[src/rtl/interrupt_sequencer.sv]
// Interrupt entry sequencer: arbitrates NMI/IRQ/BRK at an instruction boundary and
// drives the 7-cycle stack-push and vector-fetch sequence onto the CPU bus.
module interrupt_sequencer #(
  parameter logic [15:0] NMI_VECTOR = 16'hFFFA,
  parameter logic [15:0] IRQ_VECTOR = 16'hFFFE,
  parameter logic [7:0]  STACK_PAGE = 8'h01
) (
  input  logic        clk,
  input  logic        rst,
  input  logic        enableFFs,
  input  logic        fetchBoundary,
  input  logic        brkDecoded,
  input  logic        irqGenerated,
  input  logic        nmiGenerated,
  input  logic        processStatusRegIFlag,
  input  logic [15:0] pcIn,
  input  logic [7:0]  psrIn,
  input  logic [7:0]  spIn,
  input  logic [7:0]  dataBusIn,
  output logic [15:0] addrOut,
  output logic [7:0]  dataOut,
  output logic        writeEn,
  output logic        spDecrement,
  output logic        pcLoadLow,
  output logic        pcLoadHigh,
  output logic        setIFlag,
  output logic        interruptAcknowleged,
  output logic        nmiAcknowleged,
  output logic        sequenceActive
);

  localparam logic [2:0] IDLE     = 3'd0;
  localparam logic [2:0] DUMMY    = 3'd1;
  localparam logic [2:0] PUSH_PCH = 3'd2;
  localparam logic [2:0] PUSH_PCL = 3'd3;
  localparam logic [2:0] PUSH_P   = 3'd4;
  localparam logic [2:0] VEC_LO   = 3'd5;
  localparam logic [2:0] VEC_HI   = 3'd6;

  localparam logic [1:0] SRC_NONE = 2'd0;
  localparam logic [1:0] SRC_NMI  = 2'd1;
  localparam logic [1:0] SRC_IRQ  = 2'd2;
  localparam logic [1:0] SRC_BRK  = 2'd3;

  logic [2:0]  stateReg, stateNext;
  logic [1:0]  sourceReg, sourceNext, sourceEff;
  logic        brkReg, brkNext;
  logic [15:0] addrReg, addrComb, vector;
  logic [7:0]  dataReg, dataComb, pushedPsr;
  logic        hijack;
  logic        writeComb, spDecComb, pclComb, pchComb, setIComb, irqAckComb, nmiAckComb;
  logic        live;

  // The read data is consumed by the PC registers in the datapath, not here.
  logic unusedDataBus;
  assign unusedDataBus = ^dataBusIn;

  always_comb begin
    hijack = 1'b0;
    if (nmiGenerated && (sourceReg != SRC_NMI) &&
        ((stateReg == DUMMY) || (stateReg == PUSH_PCH) ||
         (stateReg == PUSH_PCL) || (stateReg == PUSH_P)))
      hijack = 1'b1;
    sourceEff = hijack ? SRC_NMI : sourceReg;
    vector    = (sourceReg == SRC_NMI) ? NMI_VECTOR : IRQ_VECTOR;
    // B reflects the original source even after an NMI hijack.
    pushedPsr = (psrIn & 8'hCF) | 8'h20 | (brkReg ? 8'h10 : 8'h00);

    stateNext  = stateReg;
    sourceNext = sourceEff;
    brkNext    = brkReg;
    addrComb   = 16'h0000;
    dataComb   = 8'h00;
    writeComb  = 1'b0;
    spDecComb  = 1'b0;
    pclComb    = 1'b0;
    pchComb    = 1'b0;
    setIComb   = 1'b0;
    irqAckComb = 1'b0;
    nmiAckComb = 1'b0;

    case (stateReg)
      IDLE: begin
        sourceNext = SRC_NONE;
        brkNext    = 1'b0;
        if (fetchBoundary && nmiGenerated) begin
          sourceNext = SRC_NMI;
          stateNext  = DUMMY;
        end else if (fetchBoundary && irqGenerated && !processStatusRegIFlag) begin
          sourceNext = SRC_IRQ;
          stateNext  = DUMMY;
        end else if (brkDecoded) begin
          sourceNext = SRC_BRK;
          brkNext    = 1'b1;
          stateNext  = DUMMY;
        end
      end
      DUMMY: begin
        addrComb  = pcIn;
        stateNext = PUSH_PCH;
      end
      PUSH_PCH: begin
        addrComb  = {STACK_PAGE, spIn};
        dataComb  = pcIn[15:8];
        writeComb = 1'b1;
        spDecComb = 1'b1;
        stateNext = PUSH_PCL;
      end
      PUSH_PCL: begin
        addrComb  = {STACK_PAGE, spIn};
        dataComb  = pcIn[7:0];
        writeComb = 1'b1;
        spDecComb = 1'b1;
        stateNext = PUSH_P;
      end
      PUSH_P: begin
        addrComb   = {STACK_PAGE, spIn};
        dataComb   = pushedPsr;
        writeComb  = 1'b1;
        spDecComb  = 1'b1;
        setIComb   = 1'b1;
        irqAckComb = (sourceEff == SRC_IRQ);
        nmiAckComb = (sourceEff == SRC_NMI);
        stateNext  = VEC_LO;
      end
      VEC_LO: begin
        addrComb  = vector;
        pclComb   = 1'b1;
        stateNext = VEC_HI;
      end
      VEC_HI: begin
        addrComb   = vector + 16'd1;
        pchComb    = 1'b1;
        stateNext  = IDLE;
        sourceNext = SRC_NONE;
        brkNext    = 1'b0;
      end
      default: begin
        stateNext  = IDLE;
        sourceNext = SRC_NONE;
        brkNext    = 1'b0;
      end
    endcase
  end

  always_ff @(posedge clk) begin
    if (rst) begin
      stateReg  <= IDLE;
      sourceReg <= SRC_NONE;
      brkReg    <= 1'b0;
      addrReg   <= 16'h0000;
      dataReg   <= 8'h00;
    end else if (enableFFs) begin
      stateReg  <= stateNext;
      sourceReg <= sourceNext;
      brkReg    <= brkNext;
      addrReg   <= addrComb;
      dataReg   <= dataComb;
    end
  end

  // Strobes fire only on enabled, non-reset cycles so an aborted entry never acknowledges.
  assign live = enableFFs && !rst;

  assign addrOut              = rst ? 16'h0000 : (enableFFs ? addrComb : addrReg);
  assign dataOut              = rst ? 8'h00 : (enableFFs ? dataComb : dataReg);
  assign writeEn              = live && writeComb;
  assign spDecrement          = live && spDecComb;
  assign pcLoadLow            = live && pclComb;
  assign pcLoadHigh           = live && pchComb;
  assign setIFlag             = live && setIComb;
  assign interruptAcknowleged = live && irqAckComb;
  assign nmiAcknowleged       = live && nmiAckComb;
  assign sequenceActive       = !rst && (stateReg != IDLE);

endmodule
[config.mk]
export PLATFORM = sky130hd
export DESIGN_NAME = interrupt_sequencer
export DESIGN_NICKNAME = d
export VERILOG_FILES = /design/src/rtl/interrupt_sequencer.sv
export SDC_FILE = /design/constraint.sdc
export NUM_CORES = 1
export LEC_CHECK = 0
export CAP_MARGIN = 40
export CORE_AREA = 2 2 65 67
export DETAILED_ROUTE_END_ITERATION = 10
export DIE_AREA = 0 0 67 69
export GPL_ROUTABILITY_DRIVEN = 0
export PLACE_DENSITY = 0.85
export SLEW_MARGIN = 20
export SYNTH_ARGS = -nofsm -noshare
export SYNTH_HDL_FRONTEND = slang
export SYNTH_SLANG_ARGS = --single-unit
export TNS_END_PERCENT = 50
[constraint.sdc]
create_clock -name clk -period 3 [get_ports clk]
set_clock_uncertainty 0.2 [all_clocks]
set_input_delay 0.6 -clock clk [delete_from_list [all_inputs] [get_ports clk]]
set_output_delay 0.6 -clock clk [all_outputs]
set_load 0.005 [all_outputs]
After elaboration in Yosys (flattened, before gate mapping)
Cells that the tools add are included.
Cells by class
  div/mod/pow operators: 0
  bitwise logic cells: 2
  muxes and demuxes: 28
  $lt $le $gt $ge: 0
  add/sub/neg operators: 1
  reduce and logical (&&, ||, !) cells: 24
  equality and inequality tests: 11
  multiply operators: 0
  shifts and indexed selects: 0
Operators with widths (number)
  $pmux W16 S4: 1
  $mux W16: 2
  $pmux W8 S3: 1
  $pmux W3 S6: 1
  $mux W8: 2
  $logic_and A1 B1 Y1: 13
  $mux W3: 4
  $mux W1: 10
  $eq A3 B3 Y1 const B: 3
  $mux W2: 4
  $or A8 B5 Y8: 1
  $eq A3 B2 Y1 const B: 2
  $add A4 B2 Y5 const B: 1
  $mux W5: 1
  $reduce_or A5 Y1: 1
  $eq A2 B1 Y1 const B: 2
  $ne A4 B4 Y1 const B: 1
  $pmux W2 S2: 1
  $reduce_and A2 Y1: 2
  $eq A3 B1 Y1 const B: 1
  $logic_not A3 Y1: 1
  $logic_or A1 B1 Y1: 3
  $reduce_bool A3 Y1: 1
  $reduce_or A3 Y1: 1
  other kinds (5): 6
Word-level totals
  ROM bits: 0
  bits in registers: 30
  memory bits (writable): 0
  bits in latches: 0
  memories: 0
  word-level logic and storage cells: 71

Logic depth before layout (Yosys ltp)
  depth in word-level cells: 10
  depth in mapped cells: 7

Worst setup path after synthesis
Ideal clock, no wire load.
  kind: input to output
  start: in rst
  end: out addrOut[0]
  path buffers: 1
  required time: 2.200 ns
  path slack: 0.679 ns
  stages: 5
  arrival time: 1.521 ns
  cell sequence: buf_2 -> and2b_2 -> nand2_1 -> nor2_2 -> a22o_1
Between the ends
  word-level cells in the longest chain between the ends: 1
RTL lines
  start, declared: RTL line 9  | input logic rst,
  $mux W16
  end, declared: RTL line 20  | output logic [15:0] addrOut,
Every way passes these cells.

Final worst setup path
  start: reg stateReg[2]
  end: out addrOut[14]
Between the ends
  word-level cells in the longest chain between the ends: 5
RTL lines
  start, declared: RTL line 45  | logic [2:0] stateReg, stateNext;
  start signal, assigned: RTL line 154  | stateReg <= stateNext;
  $eq A3 B2 Y1 / $eq A3 B3 Y1 (equally long branches): RTL line 82  | case (stateReg)
  $reduce_or A3 Y1 (no source line)
  $pmux W16 S4 *: RTL line 82
  $mux W16 * (2 in series)
Every way passes the cells marked *; elsewhere a longest branch is shown, timed or not.

==> results.yml <==
critical_path:
  cpPeakStageDelay_ps: 540
  crit_slowest_cell: "clkdlybuf4s50_1"
  worstPathArrival_ps: 2130
  worst_ep_required_time_ps: 2200
  cp-end-kind: "output port"
  path_max_fanout: 29
  worstSetupPathType: "reg -> out"
  cp-start-kind: "register"
  reg2regPathDepth: 5
  crit_chain: "buf_8 > nand2_1 > o21a_4 > a211oi_2 > clkdlybuf4s50_1"
clock_network:
  cts.path.max_buffers: 2
  clkSinkCount: 30
  cts-htree-levels: 2
  cts_inserted_buffers: 5
  clk_latency_ps: 290
  cts_tree: "done"
  path_clk_slew_ps: 60
  cts-root-buf: "clkbuf_8"
floorplanning:
  ioPinCount: 80
  die_x_um: 67
  rows: 23
  coreArea_um2: 3910
  start_util: 0.431
  dieArea_um2: 4620
  die_y_um: 69
sta:
  max_slew.worst_pin.slew_ps: 379
  fmax_mhz: 341
  slew_violations: 0
  timing.final.crit_share: 0.977
  layout_min_cycle_time_ps: 2930
  grt_setup_unrepaired: "false"
  setup_viol: 0
  hold_viol: 0
  holdWs_ps: 257
  max_slew_margin: 0.746
drt:
  drtPass1Iterations: 6
  drc: 0
  wirelength_um: 5120
  ant_nets: 0
  routed_via_density: 5.53
  drt_iter0_markers: 133
  wl_per_cell_um: 15.6
  via_count: 1820
synthesis:
  synth_fp_nets: 251
  synth.ff_latch_count: 30
  yosysWarnings: 0
  synthArstFlopShare: 0
  synth_area_um2: 1690
  synth_edf_count: 0
  synth_flop_cell: "dfxtp_1"
  ys_seq_area_frac: 0.356
  synth_cell_type_count: 46
  syn_avg_cell_area_um2: 8.31
  syn_inst: 203
finish:
  syn2layout_area_growth_pct: 57.2
  drive_above_1_share: 0.201
  antennaDiodeCount: 0
  final_common_cell: "clkdlybuf4s50_1"
  final_cell_mix: "45 x clkdlybuf4s50_1, 30 x dfxtp_1, 24 x nand2_1, 19 x dlygate4sd2_1, 15 x o21ai_0"
  final_util: 0.678
  nNetsFinal: 326
  fill_cells: 318
power:
  peakVddDrop_v: 0.000317
  finalPower_mw: 0.989
  power_density_nw_per_um2: 373
  power_leakage_nw: 1.17
grt:
  gr-total-overflow: 0
  track_usage: 0.227
  grt_start_max_net_pins: 30
  grt_pass1_vias: 1698
  antenna_found_initial: 0
  grt_pass1_wl_um: 8000
outcome:
  status: "complete, no violations"
place:
  numPortBuffers: 69
  dp_hpwl_um: 3510
hold_path:
  min_path_type: "reg -> reg"
  holdPathStages: 2
flow_run:
  drv_cap: 0
-- synth_stat cells (all sizes together), types with 2 or more instances --
| cell type | n | area, um2 |
|---|---|---|
| buf | 14 | 104 |
| nor2 | 16 | 65.1 |
| a21oi | 3 | 18.8 |
| a211oi | 9 | 67.6 |
| nor3 | 3 | 36.3 |
| o21a | 2 | 15.0 |
| clkbuf | 5 | 18.8 |
| a22oi | 9 | 72.6 |
| nand2 | 25 | 93.8 |
| inv | 4 | 15.0 |
| nor3b | 2 | 15.0 |
| a21o | 2 | 15.0 |
| nor2b | 4 | 25.0 |
| o21ai | 32 | 171 |
| dfxtp | 30 | 601 |
| a2bb2oi | 7 | 67.6 |
| nand3 | 8 | 40.0 |
| a22o | 8 | 70.1 |
| and2b | 4 | 33.8 |
-- flip-flops by register name (all words and copies together), names as in the netlist --
register	flops
sourceReg	2
dataReg	8
brkReg	1
addrReg	16
stateReg	3
-- path summary, 6_finish.rpt --
path / slack (ps) / from / to
worst min-delay path: 260 / addrReg[8]$_DFF_P_ / addrReg[8]$_DFF_P_
worst max-delay path: 70 / stateReg[2]$_SDFFE_PP0P_ / addrOut[14]
worst min register to register: 260 / addrReg[8]$_DFF_P_ / addrReg[8]$_DFF_P_
worst max register to register: 1190 / stateReg[0]$_SDFFE_PP0P_ / brkReg$_SDFFE_PP0P_
-- area by class of cell --
type / count / area, um2 / share of cell area
Inverter: 4 / 15.0 / 0.00566
Multi-Input combinational cell: 150 / 1040 / 0.392
Clock buffer: 7 / 86.3 / 0.0325
Clock inverter: 1 / 5.00 / 0.00189
Timing Repair Buffer: 87 / 842 / 0.317
Tap cell: 50 / 62.6 / 0.0236
Sequential cell: 30 / 601 / 0.226
-- critical path, delay by kind of cell (launching register included) --
family          cells  cell delay, ps
buf+inv             2             770
compound gates      2             520
flops               1             380
simple gates        1             170
-- through the flow --
stage | setup TNS, ps | worst slack (ps) | area [um2] | std cells
finish | 0 | 70.2 | 2650 | 329
global route | 0 | 2.25 | 2650 | 329
CTS | -115 | -83.1 | 2610 | 328
detailed placement | -1480 | -98.9 | 2460 | 320
global placement | -842 | -71.3 | 2460 | 320
floorplan | 0 | 679 | 1690 | 203
-- repair_timing --
| item | 4_1_cts | 5_1_grt |
|---|---|---|
| setup endpoints to repair | 29 | 10 |
| hold buffers | 0 | 0 |
| resized for setup | 40 | 11 |
| pin swaps | 4 | 2 |
| setup buffers | 0 | 1 |
-- layer usage --
metal | GRT usage | vias to the layer above | part of all wire
li1 | - | 895 | -
met1 | 0.288 | 839 | 0.42
met2 | 0.352 | 74 | 0.48
met3 | 0.0669 | 12 | 0.073
met4 | 0.0975 | 0 | 0.022
met5 | 0 | - | 0
-- kinds of logic (layout without fill, tap and decap cells) --
logic type,after synthesis,after routing,share of synthesized area
AO/OA/AOI/OAI,82,82,0.351
buffers and inverters,23,99,0.0815
flip-flops,30,30,0.356
AND/OR/NAND/NOR,68,68,0.212
-- power breakdown --
part | switching (mW) | total (mW) | internal (mW)
clock network | 0.153 | 0.337 | 0.185
logic | 0.106 | 0.230 | 0.123
registers | 0.00841 | 0.422 | 0.413
(Power assumes the default switching activity.)
